==> config.mk <==
export PLATFORM = sky130hd
export DESIGN_NAME = fetch_stage
export DESIGN_NICKNAME = d
export VERILOG_FILES = /design/src/rtl/fetch_stage.sv
export SDC_FILE = /design/constraint.sdc
export NUM_CORES = 1
export LEC_CHECK = 0
export ABC_CLOCK_PERIOD_IN_PS = 2300
export CAP_MARGIN = 20
export CORE_MARGIN = 2
export CORE_UTILIZATION = 50
export CTS_BUF_LIST = sky130_fd_sc_hd__clkbuf_4
export DETAILED_ROUTE_END_ITERATION = 8
export PLACE_DENSITY = 0.77
export SLEW_MARGIN = 25
export SYNTH_ARGS = -nofsm -noshare
export SYNTH_HDL_FRONTEND = slang
export SYNTH_SLANG_ARGS = --single-unit
==> constraint.sdc <==
create_clock -name clk -period 2.3 [get_ports clk]
set_input_delay 0.46 -clock clk [delete_from_list [all_inputs] [get_ports clk]]
set_output_delay 0.46 -clock clk [all_outputs]
set_load 0.05 [all_outputs]
==> src/rtl/fetch_stage.sv <==
// Instruction fetch stage: PC sequencing, imem handshake and the IF/ID register.
// A one-entry hold buffer absorbs a word that returns while decode is stalled.
module fetch_stage #(
  parameter logic [31:0] RESET_PC = 32'h0000_0000,
  parameter int unsigned PC_STEP  = 4
) (
  input  logic        clk,
  input  logic        rst_n,
  input  logic        stall,
  input  logic        flush,
  input  logic        branch_taken,
  input  logic [31:0] branch_target,
  output logic        imem_req,
  output logic [31:0] imem_addr,
  input  logic        imem_ack,
  input  logic [31:0] imem_rdata,
  output logic        if_valid,
  output logic [31:0] if_instr,
  output logic [31:0] if_pc,
  output logic [3:0]  OpCode
);

  localparam logic [1:0] RESET = 2'd0;
  localparam logic [1:0] FETCH = 2'd1;
  localparam logic [1:0] HOLD  = 2'd2;
  localparam logic [1:0] DROP  = 2'd3;

  logic [1:0]  state;
  logic [31:0] pc;
  logic [31:0] drop_addr;
  logic [31:0] hb_instr;
  logic [31:0] hb_pc;
  logic [31:0] pc_next;
  logic [31:0] tgt;

  assign pc_next = pc + 32'(PC_STEP);
  assign tgt     = {branch_target[31:2], 2'b00};

  assign imem_req  = (state == FETCH) || (state == DROP);
  assign imem_addr = (state == DROP) ? drop_addr : pc;
  assign OpCode    = if_valid ? if_instr[31:28] : 4'b0000;

  always_ff @(posedge clk) begin
    if (!rst_n) begin
      state     <= RESET;
      pc        <= RESET_PC;
      drop_addr <= 32'h0;
      hb_instr  <= 32'h0;
      hb_pc     <= 32'h0;
      if_valid  <= 1'b0;
      if_instr  <= 32'h0;
      if_pc     <= 32'h0;
    end else begin
      unique case (state)
        RESET: begin
          state <= FETCH;
        end
        FETCH: begin
          if (branch_taken) begin
            pc       <= tgt;
            if_valid <= 1'b0;
            if (!imem_ack) begin
              drop_addr <= pc;
              state     <= DROP;
            end
          end else if (flush) begin
            if_valid <= 1'b0;
          end else if (imem_ack) begin
            pc <= pc_next;
            if (!stall || !if_valid) begin
              if_instr <= imem_rdata;
              if_pc    <= pc;
              if_valid <= 1'b1;
            end else begin
              hb_instr <= imem_rdata;
              hb_pc    <= pc;
              state    <= HOLD;
            end
          end else if (!stall) begin
            if_valid <= 1'b0;
          end
        end
        HOLD: begin
          if (branch_taken) begin
            pc       <= tgt;
            if_valid <= 1'b0;
            state    <= FETCH;
          end else if (flush) begin
            if_valid <= 1'b0;
            state    <= FETCH;
          end else if (!stall) begin
            if_instr <= hb_instr;
            if_pc    <= hb_pc;
            if_valid <= 1'b1;
            state    <= FETCH;
          end
        end
        DROP: begin
          // The late word belongs to the squashed path; only pc follows redirects.
          if_valid <= 1'b0;
          if (branch_taken) pc <= tgt;
          if (imem_ack) state <= FETCH;
        end
        default: state <= RESET;
      endcase
    end
  end

endmodule

==> qor.csv, run 1 <==
metric,value,unit
status,completed,
Post-synth EDFFs,0,
Vert. Die Dim,138.1,um
Worst setup SP type,flip-flop,
hold crit path type,in -> reg,
1st-iter DRT viols,775,
highest routed layer,met4,
root buffer selected by CTS,clkbuf_4,
Routed WL,25440,um
buffers and inverters on the worst path,2,
met3 WL,2082,um
DRC viols,0,
Hold Crit Start,imem_rdata[13],
met2 WL,11780,um
number of CTS-inserted buffers,17,
clock latency on the worst-skew pair,570,ps
synth unique cells,68,
Slew @ Worst Pin,691.6,ps
share of cells above drive strength 1,0.1715,
"Seq/Total Area, Yosys",0.4162,
ys flop type,dfxtp_1,
Final ANT Viol Nets,0,
Met1 Wirelength,11200,um
Synth Cell Area,8995,um^2
WL/cell,17.29,um
crit-path max cell delay,390,ps
worst-case clock buffer depth,2,
Core Box Area,17780,um^2
# setup viols final,0,
reg2reg end,pc[26],
Initial Util,0.5059,
Slew headroom,0.5340,
crit-path cells,nand2_8 > clkbuf_16 > mux2_2 > buf_6,
number of global-route vias before repair,7483,
largest net degree at the start of global routing,78,
hold slack,450.0,ps
Synth Register Bits,187,
critical path type,reg -> out,
Critical Path Sink Type,output pin,
Synth warnings,0,
Max H-tree Level,4,
initial antenna violation count,0,
Hold Crit Depth,3,
total I/O pin count,172,
R2R depth,5,
Pins Over Slew Limit,0,
Worst Hold End,hb_instr[13],
worst reg2reg setup slack,240,ps
DRT Pass-1 Iters,5,
Max VDD drop,0.3237,mV
CTS Sinks,187,
Synth area leader,dfxtp_1,
Final Cell Area,11520,um^2
placement-stage cell area,11090,um^2
critical-path maximum fanout,7,
FP Rows,49,
Fin. Hold Viols,0,
ANT cells,0,
die area,19080,um^2
power per cell area,550.2,nW/um^2
Routability Congestion,0.9229,
DPL Wire Length,16810,um
crit path DAT,1770,ps
Max Freq,447.9,MHz
Reg2Reg Launch Point,pc[3],
Setup Skew,16.79,ps
share of the synthesized area in the top cell type,0.4162,
first-pass GRT wire length,40050,um
top post-synthesis cells by area,"dfxtp_1, a21oi_1, nand2_1, mux2i_1, a211oi_1",
IO buf count,165,
Final Cycle Share,0.9707,
"count leader, synth",nand2_1,
Critical-path top delay cell,dfxtp_4,
max cap viols,0,
Area Growth Syn to Fin,28.04,%
grt total ovfl,0,
Critical Path RT,1840,ps
CTS tree,done,
via count,8580,
leakage power,4.588,nW
Clock Pin Slew Worst Setup and Hold Paths,150,ps
Nets,1301,
critical path's top delay family,flip-flops,
Period minus WS final,2233,ps
Die X-Extent,138.1,um
unrepaired setup endpoints after global routing,yes,
Mean Syn Cell Area,8.406,um^2
Commonest cells post-synth,"nand2_1, dfxtp_1, a21oi_1, clkbuf_1, mux2i_1",
Tot GR Track Use,0.2544,
vias per inst,5.833,
Mapped Cells,1070,
Synth async-reset ratio,0,
[through the flow]
| stage | util | std cells | setup WS (ps) | total power, W | TNS (ps) |
|---|---|---|---|---|---|
| after floorplan | - | 1073 | 361.9 | 0.004247 | 0 |
| after global placement | 0.6239 | 1435 | -57.57 | 0.004711 | -1978 |
| after detailed placement | 0.6239 | 1435 | -108.0 | 0.004726 | -4426 |
| after CTS | 0.6398 | 1468 | -5.033 | 0.006345 | -5.124 |
| after global routing | 0.6478 | 1471 | -5.312 | 0.006607 | -18.54 |
| final | 0.6478 | 1471 | 67.41 | 0.006337 | 0 |
[how the worst max path moves through the flow]
stage	from	endpoint	depth (start not counted)	slack (ps)
2_1_floorplan	if_valid	if_instr[25]	6	360
3_3_place_gp	imem_ack	hb_pc[14]	6	-60
3_5_place_dp	imem_ack	hb_pc[14]	6	-110
4_1_cts	state[0]	imem_addr[30]	4	-5
5_1_grt	state[1]	imem_addr[27]	4	-5
6_report	state[1]	imem_addr[28]	4	70
[sequential cells by signal, summed over array words and instances, names as in the netlist]
signal     flops
drop_addr     30
hb_instr      32
hb_pc         30
if_instr      32
if_pc         30
if_valid       1
pc            30
state          2
[layer usage]
layer,GRT usage,vias up
li1,-,4117
met1,0.3664,4022
met2,0.3966,406
met3,0.05057,35
met4,0.05800,0
met5,0,-
[cells by family (layout without fill, tap and decap cells)]
kind of cell               Yosys count  after routing  share of synthesized area
buffers and inverters              120            289                    0.07052
other                                1              4                  0.0004169
DFF                                187            187                     0.4162
muxes                              100            100                     0.1161
adders and majority gates            1              1                   0.001391
AOI/OAI and AO/OA                  316            316                     0.2151
and+or+nand+nor                    345            345                     0.1803
[timing repair]
item / 4_1_cts / 5_1_grt
hold endpoints to repair: 0 / 0
setup endpoints to repair: 33 / 40
resized for setup: 9 / 25
gates cloned: 1 / 2
hold buffers: 0 / 0
pin swaps: 0 / 1
buffers inserted: 1 / 1
[layout make-up]
type / instances / area [um^2]
Clock buffer: 18 / 135.1
Tap cell: 229 / 286.5
Clock inverter: 13 / 102.6
Fill cell: 1559 / 6262
Inverter: 7 / 28.78
Sequential cell: 187 / 3751
Timing Repair Buffer: 251 / 2527
Multi-Input combinational cell: 766 / 4686
[cell usage in the layout (no fill, tap or decap), types with 5 or more instances in the layout]
master,n
a211oi_1,64
a21o_1,5
a21oi_1,174
a31oi_1,12
a32oi_1,7
and2_1,13
buf_12,15
buf_4,88
buf_6,13
clkbuf_4,18
clkdlybuf4s50_1,119
dfxtp_1,185
dlymetal6s2s_1,10
inv_1,6
mux2_2,35
mux2i_1,65
nand2_1,219
nand3_1,13
nand4_1,13
nor2_1,23
nor2b_1,5
nor3_1,6
nor4_1,8
o211ai_1,6
o21a_1,5
o21ai_0,11
or2_2,5
[worst register-to-register path, cell delays in order, from the launching register on]
cell and delay, ps:
dfxtp_1 380, ha_1 290, nand4_4 160, or4_4 560
or4_1 520, o211ai_1 100
[where the power goes]
group          internal (W)  switching [W]  leakage, nW
sequential          0.00332      0.0000876         1.52
combinational      0.000514       0.000765         2.94
clock              0.000532        0.00111        0.131
total               0.00437        0.00197         4.59
Power figures use the tool's default switching activity.
==> inputs of run 2 (changes only) <==
--- a/config.mk
+++ b/config.mk
@@ -7,11 +7,13 @@
 export LEC_CHECK = 0
 export ABC_CLOCK_PERIOD_IN_PS = 2300
 export CAP_MARGIN = 20
+export CELL_PAD_IN_SITES_DETAIL_PLACEMENT = 1
+export CELL_PAD_IN_SITES_GLOBAL_PLACEMENT = 1
 export CORE_MARGIN = 2
-export CORE_UTILIZATION = 50
+export CORE_UTILIZATION = 40
 export CTS_BUF_LIST = sky130_fd_sc_hd__clkbuf_4
 export DETAILED_ROUTE_END_ITERATION = 8
-export PLACE_DENSITY = 0.77
+export PLACE_DENSITY_LB_ADDON = 0.1
 export SLEW_MARGIN = 25
 export SYNTH_ARGS = -nofsm -noshare
 export SYNTH_HDL_FRONTEND = slang
==> qor.csv, run 2 (synthesized netlist as in run 1, its figures left out) <==
metric,value,unit,change
status,finished with violations,,
failing checks,negative setup slack,,
Clock Pin Slew Worst Setup and Hold Paths,170,ps,+20 ps
# hold bufs at CTS,0,,unchanged
Critical-path top delay cell,dfxtp_4,,
IO buf count,165,,unchanged
Area Growth Syn to Fin,30.49,%,
DRC viols,0,,unchanged
clock latency on the worst-skew pair,610,ps,+40 ps
Worst Setup SP,state[1],,
Switching Share,0.3295,,+0.01909
DRT Pass-1 Iters,5,,unchanged
Pins Over Slew Limit,0,,unchanged
Critical Path Sink Type,output pin,,
Flop pwr share,0.519,,-0.019
via count,8554,,-0.30%
Net Sw Power,0.002172,W,+10%
max cap viols,0,,unchanged
hold crit path type,in -> reg,,
largest net degree at the start of global routing,78,,unchanged
Nets,1303,,+0.15%
Tot GR Track Use,0.2480,,-0.006457
critical path's top delay family,buffers and inverters,,
Reg2Reg Launch Point,pc[3],,
unrepaired setup endpoints after global routing,yes,,
Slew headroom,0.6021,,+0.06803
"most common cell after layout, fill and taps aside",nand2_1,,
FP Rows,54,,+10%
leakage power,5.275,nW,+15%
worst reg2reg setup slack,210,ps,-30 ps
Max H-tree Level,4,,unchanged
post-place setup slack,-114.2,ps,-6.159 ps
Die X-Extent,154.0,um,+11%
GR Util met3,0.03326,,-0.01731
first-pass GRT wire length,46770,um,+17%
Fin. Hold Viols,0,,unchanged
Critical Path RT,1840,ps,about the same
most frequent cells in the layout,"nand2_1, dfxtp_1, a21oi_1",,
share of cells above drive strength 1,0.1760,,+0.004547
crit path DAT,1900,ps,+130 ps
Largest regs,"hb_instr: 32 flops, if_instr: 32 flops",,
buffers and inverters on the worst path,2,,unchanged
Initial Util,0.4096,,-0.09628
total I/O pin count,172,,unchanged
number of global-route vias before repair,8508,,+14%
Routability Congestion,0.8347,,-9.6%
worst setup margin,-60.36,ps,-127.8 ps
die area,23700,um^2,+24%
critical-path maximum fanout,7,,unchanged
worst-case clock buffer depth,2,,unchanged
critical path type,reg -> out,,
Clock Power Share,0.284,,+0.024
overall power,0.006593,W,+4.0%
Worst setup SP type,flip-flop,,
crit-path max cell delay,400,ps,about the same
WL/cell,19.53,um,+13%
grt peak-use layer,met2,,
Internal,0.004421,W,+1.2%
Comb power frac,0.197,,-0.005
# setup viols final,14,,+14
Hold Crit Start,imem_rdata[20],,
power per cell area,561.7,nW/um^2,+2.1%
crit-path cells,nand2_8 > bufbuf_16 > mux2_2 > buf_4,,
Setup Skew,27.45,ps,+10.66 ps
Final ANT Viol Nets,0,,unchanged
met2 Use GR,0.4260,,+0.02945
CTS tree,done,,
Slew @ Worst Pin,590.7,ps,-101.0 ps
grt total ovfl,0,,unchanged
Final Util,0.5345,,-0.1133
Core Box Area,21960,um^2,+24%
Max VDD drop,0.2615,mV,-19%
initial antenna violation count,1,,+1
Final Cycle Share,1.026,,+0.05555
Routed WL,29780,um,+17%
met1 Use GR,0.3279,,-0.03846
number of CTS-inserted buffers,17,,unchanged
DPL Wire Length,19910,um,+18%
vias per inst,5.609,,-3.8%
Period minus WS final,2360,ps,+127.8 ps
CTS Sinks,187,,unchanged
Vert. Die Dim,154.0,um,+11%
1st-iter DRT viols,375,,-52%
Max Freq,423.7,MHz,-5.4%
root buffer selected by CTS,clkbuf_4,,
run 2: final cells by class:
cell class / count / area [um^2]
fillers: 2622 / 10220
multi-input cells: 766 / 4686
flip-flops and latches: 187 / 3751
repair buffers: 253 / 2634
well taps: 280 / 350.3
clock inverters: 14 / 157.7
clock buffers: 17 / 127.6
inverters: 7 / 28.78
diodes: 1 / 2.502
run 2: final timing paths:
path                  end  cells after the start
min reg2reg  hb_instr[26]                      2
max reg2reg        pc[26]                      5
max          imem_addr[3]                      4
min          hb_instr[20]                      3
run 2: metrics by stage:
stage	cells	cell area, um^2	setup TNS (ps)	hold WS (ps)
4_1_cts	1523	11570	-1325	379.3
3_5_place_dp	1488	11140	-6238	445.6
3_3_place_gp	1488	11140	-2049	439.6
2_1_floorplan	1073	9006	0	433.8
5_1_grt	1525	11740	-1556	374.5
6_report	1525	11740	-665.9	418.9
run 2: metal layers:
layer	vias up	wire, um
li1	4124	-
met4	0	391
met2	217	14450
met5	-	0
met1	4185	13880
met3	28	1054
run 2: tightest hold or removal path, stage by stage:
cell and delay (ps):
clkdlybuf4s50_1 420, nand2_1 70, a21oi_1 50
run 2: power groups by stage:
stage | sequential [W] | clock [W] | combinational, W
floorplan | 0.00359 | 0 | 0.000661
global placement | 0.00349 | 0 | 0.00124
detailed placement | 0.00349 | 0 | 0.00126
CTS | 0.00342 | 0.00193 | 0.00128
global route | 0.00344 | 0.00206 | 0.00138
finish | 0.00342 | 0.00188 | 0.00130
run 2: timing repair:
| item | 4_1_cts | 5_1_grt |
|---|---|---|
| setup endpoints to repair | 40 | 79 |
| buffers inserted | 1 | 1 |
| pin swaps | 1 | 0 |
| gates cloned | 3 | 0 |
| gates resized for setup | 29 | 67 |
==> inputs of run 3 (changes only) <==
--- a/config.mk
+++ b/config.mk
@@ -9,7 +9,6 @@
 export CAP_MARGIN = 20
 export CELL_PAD_IN_SITES_DETAIL_PLACEMENT = 1
 export CELL_PAD_IN_SITES_GLOBAL_PLACEMENT = 1
-export CORE_MARGIN = 2
 export CORE_UTILIZATION = 40
 export CTS_BUF_LIST = sky130_fd_sc_hd__clkbuf_4
 export DETAILED_ROUTE_END_ITERATION = 8
==> qor.csv, run 3 (synthesized netlist as in run 1, its figures left out) <==
metric,value,unit,change
largest net degree at the start of global routing,69,,-12%
Area Growth Syn to Fin,29.68,%,
Switching Share,0.3063,,-0.02321
1st-iter DRT viols,531,,+42%
Reg2Reg Launch Point,pc[2],,
Final Util,0.5312,,-0.003305
Slew @ Worst Pin,701.6,ps,+110.9 ps
Critical-path top delay cell,clkdlybuf4s50_1,,
first-pass GRT wire length,46610,um,-0.34%
Worst setup SP type,flip-flop,,
Final ANT Viol Nets,0,,unchanged
worst-case clock buffer depth,2,,unchanged
CTS Sinks,187,,unchanged
Setup Skew,30.34,ps,+2.887 ps
DRT Pass-1 Iters,7,,+2
Max Freq,446.0,MHz,+5.3%
# setup viols final,0,,-14
Critical Path Sink Type,output pin,,
max cap viols,0,,unchanged
# hold bufs at CTS,0,,unchanged
Largest regs,"hb_instr: 32 flops, if_instr: 32 flops",,
via count,8529,,-0.29%
Max H-tree Level,4,,unchanged
hold crit path type,in -> reg,,
Worst Setup SP,if_pc[17],,
Internal,0.004728,W,+6.9%
IO buf count,165,,unchanged
Hold Crit Start,imem_rdata[1],,
Core Box Area,21960,um^2,unchanged
Vert. Die Dim,152.0,um,-1.3%
Critical Path RT,1840,ps,about the same
critical path type,reg -> out,,
Routability Congestion,0.8571,,+2.7%
"most common cell after layout, fill and taps aside",nand2_1,,
Clock Pin Slew Worst Setup and Hold Paths,170,ps,about the same
buffers and inverters on the worst path,1,,-1
status,finished with violations,,
crit-path cells,clkdlybuf4s50_1,,
Pins Over Slew Limit,0,,unchanged
Tot GR Track Use,0.2527,,+0.004745
die area,23090,um^2,-2.6%
Clock Power Share,0.308,,+0.024
Slew headroom,0.5273,,-0.07474
Initial Util,0.4096,,unchanged
crit path DAT,1780,ps,-120 ps
DRC viols,32,,+32
FP Rows,54,,unchanged
DPL Wire Length,18970,um,-4.7%
Comb power frac,0.192,,-0.005
number of global-route vias before repair,8531,,+0.27%
failing checks,design-rule violations,,
CTS tree,done,,
clock latency on the worst-skew pair,590,ps,-20 ps
Layout Cells excl Fill,1520,,-0.33%
WL/cell,19.09,um,-2.2%
Die X-Extent,152.0,um,-1.3%
Post-Place Cells,1484,,-0.27%
grt total ovfl,0,,unchanged
number of CTS-inserted buffers,17,,unchanged
leakage power,4.819,nW,-8.6%
total I/O pin count,172,,unchanged
Period minus WS final,2242,ps,-118.2 ps
critical-path maximum fanout,2,,-5
Final Cycle Share,0.9748,,-0.05140
Flop pwr share,0.500,,-0.019
initial antenna violation count,1,,unchanged
Routed WL,29010,um,-2.6%
most frequent cells in the layout,"nand2_1, dfxtp_1, a21oi_1",,
power per cell area,584.2,nW/um^2,+4.0%
unrepaired setup endpoints after global routing,no,,
Fin. Hold Viols,0,,unchanged
critical path's top delay family,buffers and inverters,,
vias per inst,5.611,,about the same
share of cells above drive strength 1,0.1727,,-0.003325
Max VDD drop,0.3050,mV,+17%
Net Sw Power,0.002087,W,-3.9%
root buffer selected by CTS,clkbuf_4,,
Nets,1299,,-0.31%
crit-path max cell delay,820,ps,+420 ps
[run 3: cell types whose count changed in the layout (fill, tap and decap cells not counted), sizes merged]
cell           previous run  this run
bufinv                    1         4
clkbuf                   21        22
dlygate4sd2               6         2
clkinv                    6         3
bufbuf                    2         0
dlymetal6s2s             45        22
inv                      13        11
buf                     117       115
clkdlybuf4s50            79       106
[run 3: timing repair]
item,in CTS,in global routing
setup endpoints to repair,36,48
gates resized for setup,19,51
cloned,3,0
setup buffers,2,0
pin swaps,0,1
[run 3: area by class of cell]
cell class / count / area (um^2)
timing repair buffer: 249 / 2525
fill: 2563 / 10290
clock inverter: 12 / 186.4
tap: 280 / 350.3
inverter: 7 / 28.78
multi-input combinational: 766 / 4686
antenna: 1 / 2.502
clock buffer: 18 / 135.1
sequential: 187 / 3751
[run 3: routing by layer]
| metal | part of all wire | vias to the layer above | track usage | routed length [um] |
|---|---|---|---|---|
| met5 | 0 | - | 0 | 0 |
| met2 | 0.48 | 237 | 0.4347 | 13990 |
| met4 | 0.015 | 0 | 0.06122 | 427 |
| met3 | 0.057 | 32 | 0.03822 | 1648 |
| met1 | 0.45 | 4144 | 0.3318 | 12950 |
| li1 | - | 4116 | - | - |
[run 3: path summary, 6_finish.rpt]
check	to	slack (ps)	cells past startpoint
max	if_pc[17]	60	1
min	hb_instr[1]	440	3
max reg2reg	pc[26]	160	5
min reg2reg	hb_instr[26]	460	2
[run 3: power groups by stage]
stage | registers [W] | logic [W] | clock network [W]
2_1_floorplan | 0.00359 | 0.000661 | 0
3_3_place_gp | 0.00348 | 0.00126 | 0
3_5_place_dp | 0.00348 | 0.00127 | 0
4_1_cts | 0.00341 | 0.00129 | 0.00217
5_1_grt | 0.00342 | 0.00139 | 0.00229
6_report | 0.00341 | 0.00131 | 0.00210
[run 3: metrics by stage]
stage / setup TNS, ps / area, um^2 / hold slack [ps] / setup slack [ps] / total power [W]
finish: 0 / 11660 / 435.9 / 57.85 / 0.006815
CTS: 0 / 11540 / 387.1 / 1.959 / 0.006871
global placement: -6988 / 11100 / 438.8 / -77.70 / 0.004739
global route: 0 / 11660 / 402.7 / 0.1332 / 0.007101
floorplan: 0 / 9006 / 433.8 / 361.9 / 0.004247
detailed placement: -10480 / 11100 / 447.5 / -146.7 / 0.004754
